File: config.mk
export PLATFORM = sky130hd
export DESIGN_NAME = sync_code_decoder
export DESIGN_NICKNAME = d
export VERILOG_FILES = /design/src/rtl/sync_code_decoder.sv
export SDC_FILE = /design/constraint.sdc
export NUM_CORES = 1
export LEC_CHECK = 0
export BUFFER_PORTS_ARGS = -buffer_cell sky130_fd_sc_hd__buf_2
export CAP_MARGIN = 5
export CORE_ASPECT_RATIO = 1.4
export CORE_MARGIN = 3
export CORE_UTILIZATION = 62
export CTS_CLUSTER_SIZE = 8
export DETAILED_ROUTE_END_ITERATION = 7
export GPL_TIMING_DRIVEN = 1
export PLACE_DENSITY = 0.88
export SYNTH_ARGS = -nofsm -noshare
export SYNTH_HDL_FRONTEND = slang
export SYNTH_SLANG_ARGS = --single-unit
File: constraint.sdc
create_clock -name I_clk -period 3.2 [get_ports I_clk]
set_input_delay 0.16 -clock I_clk [delete_from_list [all_inputs] [get_ports I_clk]]
set_output_delay 0.16 -clock I_clk [all_outputs]
set_load 0.01 [all_outputs]
File: src/rtl/sync_code_decoder.sv
// sync_code_decoder: regenerates frame/line/pixel timing from embedded FFF,000,000,code sync words.
// Optional bitslip lock monitor is enabled by defining SYNC_CODE_DECODER_LOCK_MON_EN.
module sync_code_decoder #(
    parameter int unsigned       DATA_W       = 12,
    parameter logic [DATA_W-1:0] SAV_ACT      = 12'h800,
    parameter logic [DATA_W-1:0] EAV_ACT      = 12'h9D0,
    parameter logic [DATA_W-1:0] SAV_BLK      = 12'hAB0,
    parameter logic [DATA_W-1:0] EAV_BLK      = 12'hB60,
    parameter int unsigned       CNT_W        = 16,
    parameter int unsigned       EXP_WIDTH    = 0,
    parameter int unsigned       LOCK_TIMEOUT = 4096
) (
    input  logic              I_clk,
    input  logic              I_rst,
    input  logic              I_data_valid,
    input  logic [DATA_W-1:0] I_data,
`ifdef SYNC_CODE_DECODER_LOCK_MON_EN
    input  logic              I_bitslip_done,
    output logic              O_bitslip_error,
`endif
    output logic              O_frame_valid,
    output logic              O_line_valid,
    output logic              O_data_valid,
    output logic [DATA_W-1:0] O_data,
    output logic              O_frame_start,
    output logic              O_frame_end,
    output logic [CNT_W-1:0]  O_line_len,
    output logic [CNT_W-1:0]  O_frame_lines,
    output logic              O_code_err,
    output logic              O_len_err
);
    typedef enum logic [1:0] {StIdle, StVblank, StLine, StHblank} state_e;

    state_e            r_state, w_state_next;
    logic [DATA_W-1:0] r_hist [4];
    logic [3:0]        r_tag;
    logic [CNT_W-1:0]  r_pix_cnt, r_line_cnt, w_pix_cnt_next, w_line_cnt_next;
    logic [CNT_W-1:0]  r_line_len, r_frame_lines;
    logic [DATA_W-1:0] r_data;
    logic              r_data_valid, r_frame_start, r_frame_end, r_code_err, r_len_err;
    logic              w_pre, w_sav_act, w_eav_act, w_blank, w_known, w_pix_out;
    logic              w_code_err, w_frame_start, w_frame_end, w_line_done, w_cnt_restart;

    // The incoming word is the code; the three words before it must be the preamble.
    assign w_pre     = I_data_valid && (r_hist[2] == '1) && (r_hist[1] == '0)
                       && (r_hist[0] == '0);
    assign w_sav_act = (I_data == SAV_ACT);
    assign w_eav_act = (I_data == EAV_ACT);
    assign w_blank   = (I_data == SAV_BLK) || (I_data == EAV_BLK);
    assign w_known   = w_sav_act || w_eav_act || w_blank;
    // A tagged word leaving the 4-deep history is a pixel.
    assign w_pix_out = I_data_valid && r_tag[3];

    always_comb begin
        w_state_next  = r_state;
        w_code_err    = 1'b0;
        w_frame_start = 1'b0;
        w_frame_end   = 1'b0;
        w_line_done   = 1'b0;
        w_cnt_restart = 1'b0;
        if (w_pre) begin
            if (!w_known) begin
                w_code_err = 1'b1;
            end else begin
                unique case (r_state)
                    StIdle: begin
                        if (w_blank) w_state_next = StVblank;
                    end
                    StVblank: begin
                        if (w_sav_act) begin
                            w_state_next  = StLine;
                            w_frame_start = 1'b1;
                            w_cnt_restart = 1'b1;
                        end
                    end
                    StLine: begin
                        if (w_eav_act) begin
                            w_state_next = StHblank;
                            w_line_done  = 1'b1;
                        end else if (w_sav_act) begin
                            w_code_err    = 1'b1;
                            w_cnt_restart = 1'b1;
                        end else begin
                            w_code_err   = 1'b1;
                            w_state_next = StVblank;
                            w_frame_end  = 1'b1;
                        end
                    end
                    StHblank: begin
                        if (w_sav_act) begin
                            w_state_next  = StLine;
                            w_cnt_restart = 1'b1;
                        end else if (w_eav_act) begin
                            w_code_err = 1'b1;
                        end else begin
                            w_state_next = StVblank;
                            w_frame_end  = 1'b1;
                        end
                    end
                    default: w_state_next = StIdle;
                endcase
            end
        end
    end

    assign w_pix_cnt_next  = (w_pix_out && (r_pix_cnt != '1)) ? r_pix_cnt + CNT_W'(1)
                                                               : r_pix_cnt;
    assign w_line_cnt_next = (w_line_done && (r_line_cnt != '1)) ? r_line_cnt + CNT_W'(1)
                                                                  : r_line_cnt;

    always_ff @(posedge I_clk) begin
        if (I_rst) begin
            r_state <= StIdle;
            for (int i = 0; i < 4; i++) r_hist[i] <= '0;
            r_tag         <= '0;
            r_pix_cnt     <= '0;
            r_line_cnt    <= '0;
            r_line_len    <= '0;
            r_frame_lines <= '0;
            r_data        <= '0;
            r_data_valid  <= 1'b0;
            r_frame_start <= 1'b0;
            r_frame_end   <= 1'b0;
            r_code_err    <= 1'b0;
            r_len_err     <= 1'b0;
        end else begin
            r_state <= w_state_next;
            if (I_data_valid) begin
                r_hist[0] <= I_data;
                r_hist[1] <= r_hist[0];
                r_hist[2] <= r_hist[1];
                r_hist[3] <= r_hist[2];
                // Preamble and code words are never pixels, so their tags are wiped.
                r_tag <= w_pre ? 4'b0000 : {r_tag[2:0], r_state == StLine};
            end
            r_data_valid <= w_pix_out;
            if (w_pix_out) r_data <= r_hist[3];
            r_pix_cnt <= w_cnt_restart ? '0 : w_pix_cnt_next;
            if (w_line_done) r_line_len <= w_pix_cnt_next;
            r_len_err <= w_line_done && (EXP_WIDTH != 0)
                         && (w_pix_cnt_next != CNT_W'(EXP_WIDTH));
            r_line_cnt <= w_frame_end ? '0 : w_line_cnt_next;
            if (w_frame_end) r_frame_lines <= w_line_cnt_next;
            r_frame_start <= w_frame_start;
            r_frame_end   <= w_frame_end;
            r_code_err    <= w_code_err;
        end
    end

`ifdef SYNC_CODE_DECODER_LOCK_MON_EN
    localparam int unsigned LockW = $clog2(LOCK_TIMEOUT + 1);

    logic             r_bs_done_d1, r_lock_arm, r_bs_err;
    logic [LockW-1:0] r_lock_cnt;

    always_ff @(posedge I_clk) begin
        if (I_rst) begin
            r_bs_done_d1 <= 1'b0;
            r_lock_arm   <= 1'b0;
            r_bs_err     <= 1'b0;
            r_lock_cnt   <= '0;
        end else begin
            r_bs_done_d1 <= I_bitslip_done;
            if (I_bitslip_done && !r_bs_done_d1) begin
                r_lock_arm <= 1'b1;
                r_bs_err   <= 1'b0;
                r_lock_cnt <= '0;
            end else if (r_lock_arm && I_data_valid) begin
                if (w_pre && w_known) begin
                    r_lock_cnt <= '0;
                end else if (r_lock_cnt != LockW'(LOCK_TIMEOUT)) begin
                    r_lock_cnt <= r_lock_cnt + LockW'(1);
                    if (r_lock_cnt == LockW'(LOCK_TIMEOUT - 1)) r_bs_err <= 1'b1;
                end
            end
        end
    end

    assign O_bitslip_error = r_bs_err;
`endif

    assign O_frame_valid = (r_state == StLine) || (r_state == StHblank);
    assign O_line_valid  = (r_state == StLine);
    assign O_data_valid  = r_data_valid;
    assign O_data        = r_data;
    assign O_frame_start = r_frame_start;
    assign O_frame_end   = r_frame_end;
    assign O_line_len    = r_line_len;
    assign O_frame_lines = r_frame_lines;
    assign O_code_err    = r_code_err;
    assign O_len_err     = r_len_err;
endmodule
==> reports/qor.yml <==
run_status:
  status: "finished, final reports clean"
yosys:
  synthArstFlopShare_pct: 0
  synth_area_um2: 5450
  synth_ff_type: "dfxtp_1"
  syn_inst: 511
  synth_edf_count: 48
  synth-warning-count: 0
  ys_seq_elements: 134
  syn-num-nets: 528
  yosysSeqAreaShare_pct: 58.1
  synth_cell_types: 56
  syn_avg_cell_area_um2: 10.7
setup_path:
  critPathKind: "register to register"
  start_kind: "register"
  critPathMaxFanout: 15
  required_ns: 3.51
  cp-end-kind: "register"
  r2r_cells: 6
  reg2reg_slack_ns: 0.46
  cp.arrival_ns: 3.05
  r2r-end: "r_state[1]$_SDFFE_PP0P_"
  regToRegStartpoint: "r_hist[1][0]$_SDFFCE_PN0P_"
finish:
  fin_area_um2: 6460
  layout-drive-gt1-share_pct: 18.5
  nets: 589
  multiInputGateArea_um2: 2150
  layout_commonest_cell: "dfxtp_1"
  fillCellCount: 571
  layout.area.seq_um2: 3160
  final_cell_mix: "dfxtp_1, buf_2, and2_1"
  areaGrowthSynthToFinish_pct: 18.6
  num_antenna_cells: 0
job:
  maxCapViolCount: 0
sta:
  worst_pin_slew_ns: 0.712
  hold_violations: 0
  fmax_ghz: 0.365
  period_share_pct: 85.7
  finClkSkew_ns: 0.00805
  final_max_slew_viol_count: 0
  slew_headroom_pct: 52.1
  period_minus_slack_ns: 2.74
  setup_viol: 0
  grt_setup_unrepaired: "no"
  totalNegativeSetupSlack_ns: 0
routing:
  drc: 0
  drt_iter0_drc: 244
  ant_nets: 0
  avgRoutedWirePerCell_um: 16.9
  first_pass_iters: 5
  routed_wl_mm: 11.6
  vias: 4200
  via_per_inst: 6.11
clock_network:
  post_cts_resized: 0
  cts_tree: "built"
  clock_sinks: 134
  cts_buffers: 17
  cts.htree.levels: 4
  clk_latency_ns: 0.42
  path_clk_slew_ns: 0.05
  clock_tree.root_cell: "clkbuf_16"
  clock_path_buffers: 2
  cts_hold_repair.buffers: 0
  post_cts_buffers: 0
global_route:
  grt_pass1_wl_mm: 19.3
  track_usage_pct: 24.6
  grt_max_degree: 49
  grt_antenna_before_repair: 0
  first_global_vias: 4108
  grt_overflow: 0
pwr:
  power_frac_clock_pct: 51.4
  power.share.combinational_pct: 2.3
  total_power_uw: 3950
  power_density_nw_per_um2: 611
  power_frac_seq_pct: 46.3
  sw_frac_of_total_pct: 19.2
  p_int_uw: 3190
  switchingPower_uw: 758
  leakagePower_uw: 0.00244
  peakVddDrop_mv: 0.480
die:
  ioPinCount: 66
  die_y_um: 117
  die-area_um2: 9960
  fp-row-count: 39
  start_util_pct: 65.3
  die_w_um: 85.2
  core_area_um2: 8340
worst_hold_path:
  hold_depth: 2
  worstHoldEndpoint: "r_hist[0][4]$_SDFFCE_PN0P_"
  hold_start: "I_data[4]"
  min_path_type: "primary input to register"
placed_design:
  gp_congestion: 0.833
  dp_hpwl_mm: 7.46
  placed_area_um2: 5830
  portBuffers: 64
## worst max-delay path, stage by stage (launching register included)
cell	delay (ns)
edfxtp_1	0.37
nor4_1	0.39
nand4_1	0.32
or3_1	0.66
buf_4	0.26
or3_1	0.32
o32ai_1	0.30
## per-layer routing
metal  part of all wire, %  vias up  track usage (%)
li1                      -     2022                -
met1                    41     2030             27.7
met2                    52      123             43.4
met3                   5.0       25             5.88
met4                   2.0        0             12.1
met5                     0        -                0
## cell families (layout without fill, tap and decap cells)
group	Yosys count	in the layout	share of synthesized area, %
XOR/XNOR	13	13	2.09
adder cells (fa/ha/maj)	2	2	0.459
other	1	1	0.0688
flip-flops	134	134	58.1
buffers and inverters	34	108	2.71
AO/OA/AOI/OAI	102	102	13.1
AND/OR/NAND/NOR	223	223	23.2
multiplexers	2	2	0.367
## per-stage QoR
stage,instances,setup slack (ns),hold slack [ns],util (%)
after floorplan,511,1.03,0.311,-
after global placement,655,0.712,0.442,69.9
after detailed placement,655,0.508,0.446,69.9
after CTS,687,0.398,0.0659,77.4
after global routing,687,0.230,0.0852,77.4
final,687,0.458,0.0760,77.4
## final cells by class
| class | count | area share, % |
|---|---|---|
| well taps | 102 | 1.98 |
| multi-input cells | 343 | 33.2 |
| clock buffers | 23 | 7.92 |
| clock inverters | 9 | 1.80 |
| inverters | 4 | 0.232 |
| repair buffers | 72 | 5.89 |
| flip-flops and latches | 134 | 49.0 |
## state kept, by name (all words and copies together), names as in the netlist
register       cells
r_hist            48
O_frame_lines     16
O_line_len        16
r_line_cnt        16
r_pix_cnt         16
O_data            12
r_tag              4
r_state            2
O_code_err         1
O_data_valid       1
O_frame_end        1
O_frame_start      1
## how the worst max path moves through the flow
| stage | start | to | slack (ns) | depth (start not counted) |
|---|---|---|---|---|
| after CTS | r_hist[1][0]$_SDFFCE_PN0P_ | r_state[1]$_SDFFE_PP0P_ | 0.40 | 6 |
| after floorplan | r_hist[1][4]$_SDFFCE_PN0P_ | r_pix_cnt[2]$_SDFF_PP0_ | 1.03 | 7 |
| after global placement | r_hist[1][6]$_SDFFCE_PN0P_ | O_frame_lines[1]$_SDFFE_PP0P_ | 0.71 | 5 |
| final | r_hist[1][0]$_SDFFCE_PN0P_ | r_state[1]$_SDFFE_PP0P_ | 0.46 | 6 |
| after global routing | r_hist[1][3]$_SDFFCE_PN0P_ | O_frame_lines[4]$_SDFFE_PP0P_ | 0.23 | 5 |
| after detailed placement | r_hist[1][0]$_SDFFCE_PN0P_ | O_frame_lines[4]$_SDFFE_PP0P_ | 0.51 | 5 |
## power by group through the flow
| stage | Clock (uW) | Combinational [uW] | Sequential [uW] |
|---|---|---|---|
| 2_1_floorplan | 0 | 58.6 | 1860 |
| 3_3_place_gp | 0 | 84.9 | 1860 |
| 3_5_place_dp | 0 | 89.2 | 1860 |
| 4_1_cts | 2040 | 90.1 | 1830 |
| 5_1_grt | 2110 | 100 | 1830 |
| 6_report | 2030 | 90.1 | 1830 |
## cells in the mapped netlist, types with 10 or more instances
cell type | number | share of area [%]
nand4_1 | 16 | 1.8
edfxtp_1 | 48 | 26
dfxtp_1 | 86 | 32
nor2_1 | 37 | 2.5
nand2_1 | 42 | 2.9
clkbuf_1 | 20 | 1.4
a22o_1 | 15 | 2.4
nand3_1 | 12 | 1.1
nor4_1 | 14 | 1.6
or4_1 | 10 | 1.4
a21oi_1 | 31 | 2.8
a211oi_1 | 14 | 1.9
and2_1 | 49 | 5.6
Note: power is estimated with default switching activity, not from simulation.
